[src/rtl/id_ex_operand_stage.sv]
// id_ex_operand_stage: operand fetch with EX/MEM/WB forwarding, load-use stall and ID/EX register
module id_ex_operand_stage #(
  parameter int CTRL_W = 16,
  parameter int CNT_W  = 16
) (
  input  logic              CLK,
  input  logic              RST,
  input  logic              id_valid,
  input  logic [3:0]        id_sa,
  input  logic [3:0]        id_sb,
  input  logic [3:0]        id_sd,
  input  logic              id_use_a,
  input  logic              id_use_b,
  input  logic              id_use_d,
  input  logic [3:0]        id_dest,
  input  logic              id_wr_en,
  input  logic              id_is_load,
  input  logic [CTRL_W-1:0] id_ctrl,
  output logic [3:0]        SA,
  output logic [3:0]        SB,
  output logic [3:0]        SD,
  input  logic [31:0]       PA,
  input  logic [31:0]       PB,
  input  logic [31:0]       PD,
  input  logic [31:0]       ex_result,
  input  logic [3:0]        mem_dest,
  input  logic              mem_wr_en,
  input  logic [31:0]       mem_result,
  input  logic [3:0]        wb_dest,
  input  logic              wb_wr_en,
  input  logic [31:0]       wb_data,
  input  logic              flush,
  output logic              stall,
  output logic              ex_valid,
  output logic [31:0]       ex_a,
  output logic [31:0]       ex_b,
  output logic [31:0]       ex_d,
  output logic [3:0]        ex_dest,
  output logic              ex_wr_en,
  output logic              ex_is_load,
  output logic [CTRL_W-1:0] ex_ctrl,
  output logic [CNT_W-1:0]  stall_cnt
);
  logic [31:0] fwd_a, fwd_b, fwd_d;
  logic        ex_fwd, hit;

  function automatic logic [31:0] pick(input logic [3:0] s, input logic [31:0] p, input logic ex_ok,
                                       input logic [3:0] ed, input logic [31:0] er,
                                       input logic mw, input logic [3:0] md, input logic [31:0] mr,
                                       input logic ww, input logic [3:0] wd, input logic [31:0] wr);
    return (s == 4'd15) ? p :
           (ex_ok && ed == s) ? er :
           (mw && md == s) ? mr :
           (ww && wd == s) ? wr : p;
  endfunction

  assign SA = id_sa;
  assign SB = id_sb;
  assign SD = id_sd;

  // a load in EX has no result yet, so it is excluded from EX forwarding and handled by the stall
  always_comb begin
    ex_fwd = ex_valid && ex_wr_en && !ex_is_load;
    fwd_a  = pick(id_sa, PA, ex_fwd, ex_dest, ex_result, mem_wr_en, mem_dest, mem_result, wb_wr_en, wb_dest, wb_data);
    fwd_b  = pick(id_sb, PB, ex_fwd, ex_dest, ex_result, mem_wr_en, mem_dest, mem_result, wb_wr_en, wb_dest, wb_data);
    fwd_d  = pick(id_sd, PD, ex_fwd, ex_dest, ex_result, mem_wr_en, mem_dest, mem_result, wb_wr_en, wb_dest, wb_data);
    hit    = (id_use_a && id_sa == ex_dest) || (id_use_b && id_sb == ex_dest) || (id_use_d && id_sd == ex_dest);
    stall  = id_valid && !flush && ex_valid && ex_is_load && ex_wr_en && ex_dest != 4'd15 && hit;
  end

  always_ff @(posedge CLK) begin
    if (RST || flush || stall) begin
      ex_valid   <= 1'b0;
      ex_a       <= '0;
      ex_b       <= '0;
      ex_d       <= '0;
      ex_dest    <= '0;
      ex_wr_en   <= 1'b0;
      ex_is_load <= 1'b0;
      ex_ctrl    <= '0;
    end else begin
      ex_valid   <= id_valid;
      ex_a       <= fwd_a;
      ex_b       <= fwd_b;
      ex_d       <= fwd_d;
      ex_dest    <= id_dest;
      ex_wr_en   <= id_wr_en && id_valid;
      ex_is_load <= id_is_load && id_valid;
      ex_ctrl    <= id_ctrl;
    end
  end

  always_ff @(posedge CLK) begin
    if (RST) stall_cnt <= '0;
    else if (stall && !(&stall_cnt)) stall_cnt <= stall_cnt + 1'b1;
  end
endmodule

[config.mk]
export PLATFORM = sky130hd
export DESIGN_NAME = id_ex_operand_stage
export DESIGN_NICKNAME = d
export VERILOG_FILES = /design/src/rtl/id_ex_operand_stage.sv
export SDC_FILE = /design/constraint.sdc
export NUM_CORES = 1
export LEC_CHECK = 0
export BUFFER_PORTS_ARGS = -buffer_cell sky130_fd_sc_hd__buf_2
export CORE_AREA = 2 2 152 154
export DETAILED_ROUTE_END_ITERATION = 6
export DIE_AREA = 0 0 154 156
export PLACE_DENSITY = 0.69
export SYNTH_ARGS = -nofsm -noshare
export SYNTH_HDL_FRONTEND = slang
export SYNTH_SLANG_ARGS = --single-unit
[constraint.sdc]
create_clock -name CLK -period 1.9 [get_ports CLK]
set_input_delay 0.38 -clock CLK [delete_from_list [all_inputs] [get_ports CLK]]
set_output_delay 0.38 -clock CLK [all_outputs]
set_load 0.03 [all_outputs]
* Word level (Yosys, flattened, before mapping)
Cells that the tools add are included.
Word-level totals: flip-flop bits (word level) 135, logic and storage cells 69, output and inout bits 148, input bits 243
Operators by class: add/subtract/negate cells 1, equality and inequality tests 16, muxes and demuxes 12, reduce and logical (&&, ||, !) cells 31
Operator list (count):
- $mux W32 | 12
- $eq A4 B4 Y1 | 12
- $logic_and A1 B1 Y1 | 23
- $add A16 B1 Y16 const B | 1
- $reduce_and A16 Y1 | 1
- $eq A4 B4 Y1 const B | 3
- $logic_or A1 B1 Y1 | 4
- $ne A4 B4 Y1 const B | 1
- $logic_not A1 Y1 | 3

* Logic depth before layout (Yosys ltp)
Gate-level depths: netlist of run 1.
depth after elaboration 8, depth in mapped cells 8, depth with buffers taken out 6

* Least setup slack after synthesis of run 1
OpenSTA, ideal clock, no wires.
kind reg-to-output, start point reg ex_dest[1], end point out stall, data arrival time 1917 ps, buffers on the path 2, cell stages (with the launch flop) 7, setup slack -397 ps, required time 1520 ps, cells stage by stage dfxtp_1 xor2_1 nor4_2 a222oi_1 buf_6 clkbuf_1 nor2_1
Between the ends: cells in the longest elaborated chain, start to end 5, elaborated cells on any way between the ends 11, those cells by class 4 x eq/ne; 7 x reduce/logical
RTL lines:
- start, declared | RTL line 38 | output logic [3:0] ex_dest,
- start signal, assigned | RTL line 86 | ex_dest <= id_dest;
- $eq A4 B4 Y1 | RTL line 67 | hit = (id_use_a && id_sa == ex_dest) || (id_use_b && id_sb == ex_dest) || (id_use_d && id_sd == ex_dest);
- $logic_and A1 B1 Y1 | RTL line 67
- $logic_or A1 B1 Y1 (2 in a row) | RTL line 67
- $logic_and A1 B1 Y1 (*) | RTL line 68 | stall = id_valid && !flush && ex_valid && ex_is_load && ex_wr_en && ex_dest != 4'd15 && hit;
- end, declared | RTL line 33 | output logic stall,
Mark *: on every way between the ends. The rest lies on a longest branch, timed or not.

* Worst setup path in the final report of run 1
start point reg ex_dest[0], end point out stall
The elaborated chain is that of the path after synthesis.

==> results of run 1 <==
-- power groups by stage --
stage | Combinational [mW] | Sequential (mW) | Clock [mW]
floorplan | 0.721 | 3.31 | 0
global route | 2.20 | 3.01 | 3.56
CTS | 2.02 | 3.00 | 3.42
finish | 2.10 | 3.00 | 3.39
detailed placement | 1.85 | 3.06 | 0
global placement | 1.83 | 3.06 | 0
-- area by class of cell --
type / count / area (sq um) / share of cell area
repair buffers: 507 / 3440 / 0.274
inverters: 3 / 11.3 / 0.000899
diodes: 7 / 17.5 / 0.00140
well taps: 285 / 357 / 0.0285
clock buffers: 17 / 425 / 0.0340
flip-flops and latches: 135 / 2720 / 0.217
clock inverters: 15 / 153 / 0.0122
multi-input cells: 782 / 5400 / 0.431
-- flip-flops by register name, indices dropped and copies added (netlist names) --
name and cells:
ex_b 32, ex_dest 4, ex_is_load 1, ex_a 32
ex_wr_en 1, stall_cnt 16, ex_ctrl 16, ex_valid 1
ex_d 32
-- routing by layer --
| metal | track usage | wire (um) | vias up |
|---|---|---|---|
| met5 | 0 | 12 | - |
| met4 | 0.198 | 2280 | 2 |
| met3 | 0.0839 | 4440 | 183 |
| met2 | 0.515 | 19000 | 818 |
| met1 | 0.401 | 15700 | 5170 |
| li1 | - | - | 4767 |
-- synth_stat cells --
cell type	number
and3b_1	3
buf_6	2
o21ai_0	9
a222oi_1	1
o311ai_0	71
o31ai_1	6
inv_1	3
ha_1	1
clkbuf_1	95
nor2b_1	32
o21a_1	1
nand2_1	102
nor3_1	1
xnor2_1	3
nor2_1	4
o311ai_1	25
o21ai_2	1
nand4_1	7
buf_1	10
buf_2	6
and3_1	101
a21boi_0	96
buf_4	12
and2_1	31
xor2_1	33
or3_1	8
nor3_2	3
a22oi_1	96
dfxtp_1	135
nor4_2	6
o31a_1	1
a21oi_1	114
nor4_4	1
nand3_1	8
or4_1	7
and4_1	7
a311oi_1	1
or3b_2	1
-- metrics by stage --
step	setup TNS, ns	setup WS (ns)	cells	total power, mW
finish	-52.41	-0.515	1751	8.49
global route	-67.22	-0.621	1749	8.78
global placement	-46.89	-0.393	1682	4.90
detailed placement	-50.39	-0.427	1682	4.91
floorplan	-0.0414	-0.0139	1044	4.03
CTS	-57.41	-0.555	1741	8.44
-- kinds of logic (layout without fill, tap and decap cells) --
family | count (synthesis) | in the layout | share of synthesized area
flops | 135 | 135 | 0.322
simple gates | 322 | 322 | 0.219
compound gates | 422 | 423 | 0.355
buf+inv | 128 | 542 | 0.0652
fa+ha+maj | 1 | 1 | 0.00149
xor+xnor | 36 | 36 | 0.0375
other cells | 0 | 7 | 0
-- worst max path at each step --
stage,start,cells after the start,slack (ns),endpoint
3_3_place_gp,id_sb[3],8,-0.39,ex_a[1]$_SDFF_PP0_
2_1_floorplan,id_sb[3],7,-0.01,stall_cnt[11]$_SDFFE_PP0P_
5_1_grt,ex_dest[0]$_SDFF_PP0_,7,-0.62,stall
3_5_place_dp,id_sb[0],7,-0.43,ex_b[29]$_SDFF_PP0_
4_1_cts,ex_dest[3]$_SDFF_PP0_,7,-0.55,stall
6_report,ex_dest[0]$_SDFF_PP0_,6,-0.51,stall
-- worst max-delay path, cell delays in order (launching register included) --
cell and delay, ns:
dfxtp_4 0.37, xor2_2 0.19, nor4_4 0.36, a222oi_1 0.19
bufbuf_16 0.30, nor2_4 0.07, buf_6 0.13
-- repair_timing --
action | CTS | global route
hold endpoints to repair | 0 | 0
gates resized for setup | 27 | 27
pin swaps | 12 | 12
setup endpoints to repair | 136 | 136
cloned | 11 | 5
setup buffers | 18 | 3
hold buffers | 0 | 0
==> impl_metrics.yaml, run 1 <==
power:
  pwr-share-comb: 0.247
  p_sw_mw: 2.76
  peakVddDrop_v: 0.000526
  p_seq_frac: 0.353
  clkPwrFrac: 0.399
  p_leak_nw: 5.62
  swShare: 0.325
  cellPowerDensity_mw_per_mm2: 678
  p_int_mw: 5.73
die:
  pin_count: 391
  initial_utilization: 0.376
  die_h_um: 156
  die_w_um: 154
  coreArea_sq_mm: 0.0224
  dieArea_sq_mm: 0.0240
  std_cell_rows: 55
min_path:
  hold_path_end: "ex_dest[1]$_SDFF_PP0_"
  holdPathStages: 2
  hold_start: "id_dest[1]"
  hold_path_class: "in2reg"
setup_path:
  ff2ff_path_depth: 10
  reg2reg_to: "ex_b[5]$_SDFF_PP0_"
  required_ns: 1.52
  r2r_start: "ex_dest[0]$_SDFF_PP0_"
  reg2reg_setup_slack_ns: -0.51
  critical_path_class: "reg2out"
  cp_data_arrival_time_ns: 2.03
  cp-start-kind: "flip-flop"
  crit_path_end_kind: "output port"
  worstPathMaxFanout: 3
synth:
  syn_avg_cell_area_sq_um: 8.05
  synth_top_area_frac: 0.322
  synth_cell_type_count: 38
  synth_seq_area_share: 0.322
  synth_top_area_cell: "dfxtp_1"
  syn_area_sq_mm: 0.00840
  syn_inst: 1044
  yosys-top-cells-area: "dfxtp_1 32%, a21boi_0 8.6%, a22oi_1 8.6%"
  yosys_warnings: 0
  ys_ff_latch: 135
  synth_fp_nets: 1288
global_routing:
  grtUsageTotal: 0.326
  grt_antenna_before_repair: 8
  overflow: 0
  grt_pass1_wl_mm: 60.7
  grt_pass1_vias: 10440
  grt_max_degree: 46
routing:
  drt-initial-drc-count: 1075
  routed_wl_mm: 41.4
  remaining_drc_errors: 0
  ant_nets: 0
  dr.pass1.iters: 6
  wl_per_cell_um: 23.7
  vias: 10940
  via_per_inst: 6.25
timing:
  setup_violations: 136
  worstMarginPinSlew_ns: 0.650
  fin_crit_ns: 2.41
  skew_ns: 0.0105
  hold_violations: 0
  relSlewSlack: 0.566
  finalCritPeriodShare: 1.27
  timing.final.ws_setup_ns: -0.515
  fmax_mhz: 414
  hold_slack_ns: 0.148
  rsz0062_at_grt: "true"
  finalMaxSlewViolations: 0
outcome:
  status: "complete, but fails checks"
  violations: "setup timing"
clock_tree:
  h-tree-depth: 4
  cts_max_path_buffers: 2
  clkSinkCount: 135
  clk_latency_ns: 0.42
  clock-root-buffer: "clkbuf_16"
  path_clk_slew_ns: 0.07
  cts_buffers: 17
  cts_tree: "yes"
finish:
  stdcell_area_sq_mm: 0.0125
  fin_util: 0.560
  layout-area-overhead-vs-synth_pct: 49.1
  layout-drive-gt1-share: 0.404
  nNetsFinal: 1690
  layout.cells.most_common: "buf_2"
  layout_common_cells: "389 x buf_2, 126 x dfxtp_1, 105 x a21oi_1, 102 x nand2_1, 101 x and3_1"
  nFillCells: 2031
placed_design:
  dp.final_hpwl_mm: 27.3
  io_buffers: 390
  placed_area_sq_mm: 0.0112
  place_congestion: 0.896
job:
  cap_violations: 0
(Power assumes the default switching activity.)
==> inputs of run 2 (changes only) <==
--- a/config.mk
+++ b/config.mk
@@ -9,7 +9,7 @@
 export CORE_AREA = 2 2 152 154
 export DETAILED_ROUTE_END_ITERATION = 6
 export DIE_AREA = 0 0 154 156
-export PLACE_DENSITY = 0.69
+export PLACE_DENSITY = 0.67
 export SYNTH_ARGS = -nofsm -noshare
 export SYNTH_HDL_FRONTEND = slang
 export SYNTH_SLANG_ARGS = --single-unit
==> constraint.sdc (replaced) <==
create_clock -name CLK -period 2.4 [get_ports CLK]
set_input_delay 0.48 -clock CLK [delete_from_list [all_inputs] [get_ports CLK]]
set_output_delay 0.48 -clock CLK [all_outputs]
set_load 0.03 [all_outputs]
==> impl_metrics.yaml, run 2 (synthesis results as in run 1) <==
clock_tree:
  path_clk_slew_ns: 0.06
  cts_buffers: 17
  cts_tree: "yes"
  h-tree-depth: 4
  cts_max_path_buffers: 2
  clk_latency_ns: 0.43
  clkSinkCount: 135
  clock-root-buffer: "clkbuf_16"
finish:
  fin_util: 0.523
  nNetsFinal: 1633
  top_regs: "ex_a x32, ex_b x32, ex_d x32"
  instances_no_fill: 1693
  layout-drive-gt1-share: 0.369
  layout-area-overhead-vs-synth_pct: 39.3
  layout_common_cells: "389 x buf_2, 131 x dfxtp_1, 111 x a21oi_1, 102 x nand2_1, 101 x and3_1"
  layout.cells.most_common: "buf_2"
  stdcell_area_sq_mm: 0.0117
die:
  coreArea_sq_mm: 0.0224
  std_cell_rows: 55
  die_h_um: 156
  die_w_um: 154
  pin_count: 391
  initial_utilization: 0.376
  dieArea_sq_mm: 0.0240
placed_design:
  dp.final_hpwl_mm: 27.2
  io_buffers: 390
  placed_area_sq_mm: 0.0110
  dpl.cell_count: 1651
  place_congestion: 0.890
routing:
  dr.pass1.iters: 6
  via_per_inst: 6.11
  ant_nets: 0
  remaining_drc_errors: 0
  wl_per_cell_um: 23.0
  drt-initial-drc-count: 997
  routed_wl_mm: 38.9
  vias: 10346
power:
  p_leak_nw: 5.18
  peakVddDrop_v: 0.000390
  cellPowerDensity_mw_per_mm2: 565
timing:
  hold_slack_ns: 0.248
  skew_ns: 0.0113
  finalMaxSlewViolations: 0
  hold_violations: 0
  setup_violations: 0
  rsz0062_at_grt: "true"
  worstMarginPinSlew_ns: 0.504
  fin_crit_ns: 2.33
  fmax_mhz: 430
  finalCritPeriodShare: 0.969
  relSlewSlack: 0.664
setup_path:
  crit_path_end_kind: "output port"
  required_ns: 1.92
  cp_data_arrival_time_ns: 1.85
  critPathMaxStageDelay_ns: 0.39
  worstPathMaxFanout: 5
  cp_slowest_cell: "dfxtp_4"
  critical_path_class: "reg2out"
  path_cells: "xor2_1 -> nor4_4 -> a222oi_1 -> buf_4 -> nor2_4 -> buf_6"
  cp-start-kind: "flip-flop"
global_routing:
  grt_max_degree: 57
  overflow: 0
  grtUsageTotal: 0.307
  grt_antenna_before_repair: 9
  grt_pass1_vias: 9793
  grt_pass1_wl_mm: 57.2
outcome:
  status: "finished, final reports clean"
job:
  cap_violations: 0
min_path:
  hold_path_class: "in2reg"
[run 2: cell types whose count changed in the layout (fill, tap and decap cells not counted), moves of 3 or more]
cell / delta
a21oi_1: +6
dfxtp_1: +5
buf_16: -6
dfxtp_2: -5
buf_4: -32
clkbuf_16: -5
bufbuf_16: -3
buf_6: -6
o21ai_0: +3
a21oi_2: -6
xor2_2: -3
[run 2: report_power, final]
| part | total, mW | switching [mW] | internal [mW] |
|---|---|---|---|
| Clock | 2.74 | 1.08 | 1.66 |
| Sequential | 2.38 | 0.0375 | 2.34 |
| Combinational | 1.49 | 0.947 | 0.546 |
| Total | 6.61 | 2.06 | 4.55 |
[run 2: layer usage]
layer / vias to the layer above / routed length [um] / part of all wire / GRT usage
li1: 4644 / - / - / -
met1: 4881 / 15400 / 0.39 / 0.385
met2: 716 / 18300 / 0.47 / 0.511
met3: 101 / 3930 / 0.10 / 0.0647
met4: 4 / 1290 / 0.033 / 0.134
met5: - / 27 / 0.00069 / 0
[run 2: layout make-up]
cell class                      instances  area (sq um)
Antenna cell                            6          15.0
Clock buffer                           20           447
Clock inverter                         12           151
Fill cell                            2106         10700
Inverter                                3          11.3
Multi-Input combinational cell        781          5340
Sequential cell                       135          2720
Tap cell                              285           357
Timing Repair Buffer                  451          2670
[run 2: final timing paths]
path	startpoint	end	slack, ns	cells past startpoint
worst min-delay path	id_ctrl[8]	ex_ctrl[8]$_SDFF_PP0_	0.25	2
worst max-delay path	ex_dest[3]$_SDFF_PP0_	stall	0.07	6
worst min register to register	stall_cnt[15]$_SDFFE_PP0P_	stall_cnt[15]$_SDFFE_PP0P_	0.52	2
worst max register to register	ex_dest[2]$_SDFF_PP0_	ex_b[14]$_SDFF_PP0_	0.25	8
[run 2: worst max-delay path: cells and delay by family (launching register included)]
| kind | cells | cell delay [ns] |
|---|---|---|
| DFF | 1 | 0.39 |
| AOI/OAI and AO/OA | 1 | 0.35 |
| buffers and inverters | 2 | 0.34 |
| xor gates and xnor gates | 1 | 0.24 |
| and+or+nand+nor | 2 | 0.10 |
[run 2: metrics by stage]
step	setup TNS [ns]	setup WS (ns)	total power, mW
6_report	0	0.0746	6.61
5_1_grt	-0.0141	-0.0141	6.81
4_1_cts	-0.0749	-0.0749	6.61
3_5_place_dp	0	0.0208	3.87
3_3_place_gp	0	0.0108	3.86
2_1_floorplan	0	0.00317	3.19
[run 2: what timing repair did]
| action | in CTS | in global routing |
|---|---|---|
| pin swaps | 4 | 7 |
| resized for setup | 11 | 12 |
| setup buffers | 3 | 1 |
| endpoints found under the setup margin | 1 | 62 |
| gates cloned | 1 | 0 |
| hold buffers | 0 | 0 |
